`src/rtl/control_pkg.sv`:
```
`default_nettype none
// ============================================================================
// Package     : control_pkg
// Description : Shared types for the pipelined control unit: the decoded
//               control bundle, instruction type encoding, ALU operation
//               codes and the memory-channel sequencer state.
// Revision    : 1.0 - initial release
// ============================================================================
package control_pkg;

   // Width of the ALU operation code carried inside the control bundle.
   // The top level resizes it to its ALUCTRL_W output.
   localparam int c_ALU_W = 3;

   localparam logic [c_ALU_W-1:0] c_ALU_ADD = 3'b000;
   localparam logic [c_ALU_W-1:0] c_ALU_SUB = 3'b001;

   typedef enum logic [1:0] {
      T_DP  = 2'b00,
      T_MEM = 2'b01,
      T_BR  = 2'b10,
      T_JMP = 2'b11
   } tipo_t;

   typedef struct packed {
      logic               RegWrite;
      logic [1:0]         ImmSrc;
      logic               ALUSrc;
      logic               MemWrite;
      logic               ResultSrc;
      logic               Branch;
      logic               Jump;
      logic [c_ALU_W-1:0] ALUControl;
      logic               burst;
   } ctrl_t;

   typedef enum logic [0:0] {
      S_IDLE  = 1'b0,
      S_BURST = 1'b1
   } seq_state_t;

endpackage : control_pkg
`default_nettype wire

```
`src/rtl/ctrl_decoder.sv`:
```
`default_nettype none
// ============================================================================
// Module      : ctrl_decoder
// Description : Pure combinational instruction decoder, tipo/op/Inm to the
//               control bundle. Unused encodings produce an all-zero bundle
//               and raise nop so the pipeline captures a bubble.
// Ports       : tipo [TIPO_W] in  - instruction type
//               op   [OP_W]   in  - operation
//               Inm           in  - immediate bit
//               ctrl          out - decoded control bundle
//               nop           out - encoding is a no-operation
// Revision    : 1.0 - initial release
// ============================================================================
module ctrl_decoder
   import control_pkg::*;
#(
   parameter int TIPO_W = 2,
   parameter int OP_W   = 2
)(
   input  logic [TIPO_W-1:0] tipo,
   input  logic [OP_W-1:0]   op,
   input  logic              Inm,
   output ctrl_t             ctrl,
   output logic              nop
);

   // Any set bit above the two type bits is not a defined type.
   logic [TIPO_W-1:0] w_tipo_hi;
   tipo_t             w_tipo;

   assign w_tipo_hi = tipo >> 2;
   assign w_tipo    = tipo_t'(tipo[1:0]);

   always_comb begin
      ctrl = '0;
      nop  = 1'b0;
      if (w_tipo_hi != '0) begin
         nop = 1'b1;
      end else begin
         case (w_tipo)
            T_DP: begin
               ctrl.RegWrite   = 1'b1;
               ctrl.ALUSrc     = Inm;
               ctrl.ImmSrc     = 2'b00;
               ctrl.ALUControl = {1'b0, op[1:0]};
            end
            T_MEM: begin
               ctrl.ALUSrc     = 1'b1;
               ctrl.ImmSrc     = 2'b01;
               ctrl.ALUControl = c_ALU_ADD;
               ctrl.MemWrite   = op[0];
               ctrl.RegWrite   = ~op[0];
               ctrl.ResultSrc  = ~op[0];
               ctrl.burst      = op[1];
            end
            T_BR: begin
               ctrl.Branch     = 1'b1;
               ctrl.ALUSrc     = Inm;
               ctrl.ImmSrc     = 2'b10;
               ctrl.ALUControl = c_ALU_SUB;
            end
            default: begin
               if (op == '0) begin
                  ctrl.Jump   = 1'b1;
                  ctrl.ImmSrc = 2'b10;
               end else begin
                  nop = 1'b1;
               end
            end
         endcase
      end
   end

endmodule : ctrl_decoder
`default_nettype wire

```
`src/rtl/pipelined_control_unit.sv`:
```
`default_nettype none
// ============================================================================
// Module      : pipelined_control_unit
// Description : Decodes ID-stage instructions and carries the control bundle
//               through registered EX, MEM and WB stages with valid bits.
//               Burst memory accesses are replayed for NUM_CHANNELS beats in
//               MEM with mem_RGB stepping through the channels.
// Ports       : clk, rst (async, active-high)
//               valid_in, tipo, op, Inm     - ID-stage instruction
//               stall_in, flush_in          - pipeline control
//               ready_out                   - ID accepted when valid_in & ready_out
//               ex_*  - EX stage controls   (ALUSrc, ImmSrc, ALUControl, Branch, Jump)
//               mem_* - MEM stage controls  (MemWrite, RGB)
//               wb_*  - WB stage controls   (RegWrite, ResultSrc)
// Revision    : 1.0 - initial release
// ============================================================================
module pipelined_control_unit
   import control_pkg::*;
#(
   parameter int TIPO_W       = 2,
   parameter int OP_W         = 2,
   parameter int ALUCTRL_W    = 3,
   parameter int NUM_CHANNELS = 3,
   parameter int CH_W         = (NUM_CHANNELS > 1) ? $clog2(NUM_CHANNELS) : 1
)(
   input  logic                 clk,
   input  logic                 rst,
   input  logic                 valid_in,
   input  logic [TIPO_W-1:0]    tipo,
   input  logic [OP_W-1:0]      op,
   input  logic                 Inm,
   input  logic                 stall_in,
   input  logic                 flush_in,
   output logic                 ready_out,
   output logic                 ex_ALUSrc,
   output logic [1:0]           ex_ImmSrc,
   output logic [ALUCTRL_W-1:0] ex_ALUControl,
   output logic                 ex_Branch,
   output logic                 ex_Jump,
   output logic                 mem_MemWrite,
   output logic [CH_W-1:0]      mem_RGB,
   output logic                 wb_RegWrite,
   output logic                 wb_ResultSrc
);

   localparam logic [CH_W-1:0] c_LAST_BEAT = CH_W'(NUM_CHANNELS - 1);
   // With a single channel a burst is an ordinary access; never sequence it.
   localparam bit              c_MULTI     = (NUM_CHANNELS > 1);

   ctrl_t w_dec;
   logic  w_nop;
   logic  w_burst_busy;
   logic  w_hold;

   // EX keeps the full bundle; later stages keep only the fields they use.
   logic       r_ex_v;
   ctrl_t      r_ex;
   logic       r_mem_v;
   logic       r_mem_memwrite;
   logic       r_mem_regwrite;
   logic       r_mem_resultsrc;
   logic       r_wb_v;
   logic       r_wb_regwrite;
   logic       r_wb_resultsrc;
   seq_state_t r_state;
   logic [CH_W-1:0] r_beat;

   ctrl_decoder #(
      .TIPO_W (TIPO_W),
      .OP_W   (OP_W)
   ) u_decoder (
      .tipo (tipo),
      .op   (op),
      .Inm  (Inm),
      .ctrl (w_dec),
      .nop  (w_nop)
   );

   assign w_burst_busy = (r_state == S_BURST) && (r_beat != c_LAST_BEAT);
   assign w_hold       = stall_in | w_burst_busy;
   assign ready_out    = ~w_hold;

   always_ff @(posedge clk or posedge rst) begin
      if (rst) begin
         r_ex_v          <= 1'b0;
         r_ex            <= '0;
         r_mem_v         <= 1'b0;
         r_mem_memwrite  <= 1'b0;
         r_mem_regwrite  <= 1'b0;
         r_mem_resultsrc <= 1'b0;
         r_wb_v          <= 1'b0;
         r_wb_regwrite   <= 1'b0;
         r_wb_resultsrc  <= 1'b0;
         r_state         <= S_IDLE;
         r_beat          <= '0;
      end else begin
         // EX: flush wins over everything, including a held EX instruction.
         if (flush_in) begin
            r_ex_v <= 1'b0;
         end else if (!w_hold) begin
            r_ex_v <= valid_in & ~w_nop;
            r_ex   <= w_dec;
         end

         if (!w_hold) begin
            // Whole pipe advances; the sequencer restarts from what enters MEM.
            r_mem_v         <= r_ex_v;
            r_mem_memwrite  <= r_ex.MemWrite;
            r_mem_regwrite  <= r_ex.RegWrite;
            r_mem_resultsrc <= r_ex.ResultSrc;
            r_wb_v          <= r_mem_v;
            r_wb_regwrite   <= r_mem_regwrite;
            r_wb_resultsrc  <= r_mem_resultsrc;
            r_beat          <= '0;
            if (c_MULTI && r_ex_v && r_ex.burst) begin
               r_state <= S_BURST;
            end else begin
               r_state <= S_IDLE;
            end
         end else if (!stall_in) begin
            // Burst replay: MEM repeats, WB sees a bubble until the last beat.
            r_wb_v <= 1'b0;
            r_beat <= r_beat + CH_W'(1);
         end
      end
   end

   assign ex_ALUSrc     = r_ex_v & r_ex.ALUSrc;
   assign ex_ImmSrc     = {2{r_ex_v}} & r_ex.ImmSrc;
   assign ex_ALUControl = ALUCTRL_W'({c_ALU_W{r_ex_v}} & r_ex.ALUControl);
   assign ex_Branch     = r_ex_v & r_ex.Branch;
   assign ex_Jump       = r_ex_v & r_ex.Jump;
   assign mem_MemWrite  = r_mem_v & r_mem_memwrite;
   assign mem_RGB       = r_mem_v ? r_beat : '0;
   assign wb_RegWrite   = r_wb_v & r_wb_regwrite;
   assign wb_ResultSrc  = r_wb_v & r_wb_resultsrc;

endmodule : pipelined_control_unit
`default_nettype wire

```
`config.mk`:
```
export PLATFORM = sky130hd
export DESIGN_NAME = pipelined_control_unit
export DESIGN_NICKNAME = d
export VERILOG_FILES = /design/src/rtl/control_pkg.sv /design/src/rtl/ctrl_decoder.sv /design/src/rtl/pipelined_control_unit.sv
export SDC_FILE = /design/constraint.sdc
export NUM_CORES = 1
export LEC_CHECK = 0
export BUFFER_PORTS_ARGS = -buffer_cell sky130_fd_sc_hd__buf_2
export CAP_MARGIN = 40
export CORE_MARGIN = 3
export CORE_UTILIZATION = 38
export DETAILED_ROUTE_END_ITERATION = 16
export PLACE_DENSITY_LB_ADDON = 0.1
export SLEW_MARGIN = 25
export SYNTH_ARGS = -nofsm -noshare
export SYNTH_HDL_FRONTEND = slang
export SYNTH_SLANG_ARGS = --single-unit
```
`constraint.sdc`:
```
create_clock -name clk -period 1.8 [get_ports clk]
set_clock_uncertainty 0.1 [all_clocks]
set_input_delay 0.36 -clock clk [delete_from_list [all_inputs] [get_ports clk]]
set_output_delay 0.36 -clock clk [all_outputs]
set_load 0.01 [all_outputs]
```
==> flow_metrics.py <==
metrics = {
    "sta": {
        "setup_violations": 0,
        "fin_tns_setup_ns": 0,
        "slew_viol_final": 0,
        "hold_slack_ns": 0.236,
        "fin_crit_sh_pct": 94.9,
        "rsz0062_at_grt": "no",
        "finalCriticalPeriod_ns": 1.71,
        "finalHoldViolCount": 0,
        "fmax_mhz": 585,
    },
    "setup_path": {
        "crit_chain": "inv_1 > ha_2 > nor2b_4 > buf_4 > nor3_4 > buf_12 > mux2_2",
        "critPathBufInv": 3,
        "rrSetupSlack_ns": 0.09,
        "critPathCaptureType": "flip-flop",
        "critPathMaxFanout": 10,
        "reg2reg_depth": 7,
        "crit_family": "flip-flops",
        "crit_arrival_ns": 1.81,
        "cp_num_cells": 7,
        "slowest_delay_ns": 0.40,
        "rr_endpoint": "r_ex[11]",
        "required_ns": 1.90,
        "reg2reg_from": "r_beat[0]",
        "crit_path_start_kind": "flip-flop",
        "path_class": "flip-flop to flip-flop",
        "critical-path-slowest-cell": "dfrtp_1",
    },
    "hold_path": {
        "whs_path_depth": 3,
        "hold_path_end": "r_ex_v",
        "hold_path_class": "primary input to flip-flop",
        "hp-start": "valid_in",
    },
    "synth": {
        "ys_warn_count": 0,
        "synth_area_leader_cell": "dfrtp_1",
        "synth_cells": 96,
        "synth_nets": 107,
        "ys_seq_area_share_pct": 51.3,
        "async_flop_share_pct": 100,
        "synth_area_sq_mm": 0.00107,
        "synth_edf_count": 0,
        "syn_area_per_cell_sq_um": 11.2,
        "synth_area_leaders": "dfrtp_1, mux2_2, and2_1",
        "synth_flop_cell": "dfrtp_1",
        "yosysUniqueCellTypes": 24,
        "synth-seq-cells": 22,
        "synth_top_cell_area_share_pct": 51.3,
    },
    "final_layout": {
        "stdcell_count": 155,
        "antenna_cells": 0,
        "syn_to_final_growth_pct": 23.3,
        "fillerInstances": 242,
        "layout-drive-gt1-share_pct": 40.0,
        "nets": 137,
        "fin_util_pct": 51.1,
    },
    "pwr": {
        "vdd_drop_max_mv": 0.637,
        "pwr_density_cell_mw_per_mm2": 830,
        "leakage_nw": 0.664,
    },
    "die": {
        "core_area_sq_mm": 0.00259,
        "dieWidth_um": 59.2,
        "start_util_pct": 41.4,
        "dieArea_sq_mm": 0.00350,
        "die_h_um": 59.2,
        "pin_count": 24,
        "std_cell_rows": 18,
    },
    "placement": {
        "hpwl_um": 1440,
        "place.gp.congestion": 0.719,
        "place_inst": 145,
        "portBuffers": 22,
    },
    "detailed_routing": {
        "via_per_inst": 4.94,
        "vias": 765,
        "dr.pass1.iters": 2,
        "wl_per_cell_um": 13.0,
        "drc": 0,
        "drtIter0Drc": 22,
        "finalWirelength_um": 2010,
        "detail-route-antenna-nets": 0,
    },
    "clocking": {
        "root_buffer": "clkbuf_4",
        "htreeDepth": 1,
        "cts_buffer_depth": 2,
        "cts_inserted_buffers": 3,
        "clock_latency_ns": 0.31,
        "tritoncts": "built",
        "clkSinkCount": 22,
        "clk_pin_slew_ns": 0.12,
    },
    "global_routing": {
        "gr-total-overflow": 0,
        "met1_usage_pct": 19.6,
        "grt_max_degree": 23,
        "busiest_layer": "met2",
        "first_global_vias": 794,
        "grt_antenna_before_repair": 0,
        "use_met2_pct": 20.0,
        "grt_pass1_wl_um": 3600,
        "track_usage_pct": 13.6,
        "gr-usage-met3_pct": 3.27,
    },
    "status": {
        "status": "completed",
    },
    "job": {
        "max_cap_viol_count": 0,
    },
}
-- cell families after synthesis --
logic type	after synthesis	share of synthesized area (%)
other cells	1	0.349
simple gates	35	19.9
compound gates	17	10.1
buf+inv	7	3.50
flops	22	51.3
mux	13	13.6
fa+ha+maj	1	1.17
-- metrics by stage --
step / worst slack, ns / instance area (sq um) / power, W
2_1_floorplan: 0.227 / 1070 / 0.000675
3_3_place_gp: 0.153 / 1200 / 0.000722
3_5_place_dp: 0.116 / 1200 / 0.000728
4_1_cts: 0.0155 / 1310 / 0.00112
5_1_grt: 0.00405 / 1320 / 0.00116
6_report: 0.0920 / 1320 / 0.00110
-- worst max-delay path by stage --
stage | start | endpoint | slack [ns]
4_1_cts | r_beat[1] | ready_out | 0.02
2_1_floorplan | r_beat[0] | r_mem_memwrite | 0.23
3_3_place_gp | r_beat[0] | r_ex[11] | 0.15
3_5_place_dp | r_beat[0] | ready_out | 0.12
6_report | r_beat[0] | r_ex[11] | 0.09
5_1_grt | r_beat[0] | r_ex[2] | 0.004
-- tightest hold or removal path, delay by kind of cell --
family	cells	cell delay (ns)
buf+inv	1	0.10
compound gates	2	0.15
-- state kept, by name, indices dropped and copies added, names as in the netlist --
name	flops
r_beat	2
r_state	1
r_wb_v	1
r_mem_regwrite	1
r_mem_memwrite	1
r_wb_resultsrc	1
r_mem_resultsrc	1
r_ex_v	1
r_wb_regwrite	1
r_ex	11
r_mem_v	1
-- final cells by class --
| type | instances | area, sq um | area share, % |
|---|---|---|---|
| clock inverter | 1 | 30.0 | 2.27 |
| multi-input combinational | 67 | 488 | 36.9 |
| tap | 30 | 37.5 | 2.84 |
| inverter | 3 | 11.3 | 0.851 |
| clock buffer | 3 | 22.5 | 1.70 |
| sequential | 22 | 551 | 41.6 |
| timing repair buffer | 29 | 184 | 13.9 |
-- report_power, final --
part           switching [W]  internal [W]
clock network       0.000148      0.000225
logic              0.0000695     0.0000805
registers          0.0000290      0.000546
-- repair_timing --
item                                   4_1_cts  5_1_grt
endpoints found under the hold margin       22        0
hold buffers                                 1        0
setup endpoints to repair                    1        8
gates resized for setup                      0        2
buffers inserted                             4        1
pin swaps                                    2        1
-- routing by layer --
layer  vias to the layer above  share of wire, %
met5                         -                 0
met4                         0               1.0
met3                         2               4.3
met2                        20                46
met1                       358                48
li1                        385                 -
-- synthesized netlist by cell type, types with 2 or more instances --
master,instances
nor2_1,5
clkbuf_1,2
nand2b_1,2
mux2_2,13
and2_1,12
nand2_1,8
a22o_1,2
nor2b_1,2
dfrtp_1,22
inv_1,3
o21ai_0,7
o31ai_1,6
-- cells in the final DEF, fill, tap and decap left out --
master	synthesis	routed
nand2b_1	2	2
a22o_1	2	2
buf_4	1	5
nor2_1	5	5
nor2_4	1	1
nor2b_1	2	2
o31ai_1	6	6
o22ai_1	1	1
nand2_1	8	8
a21oi_1	1	1
clkbuf_4	0	3
dlygate4sd3_1	0	1
buf_6	1	1
conb_1	1	1
bufinv_16	0	1
o21ai_0	7	7
ha_2	0	1
buf_2	0	21
nor3b_1	1	1
or3_4	1	1
mux2_2	13	13
buf_12	0	1
nor3_4	1	1
inv_1	3	3
and2_1	12	12
nor2b_4	1	1
dfrtp_1	22	22
nor3_1	1	1
(Power assumes the default switching activity.)
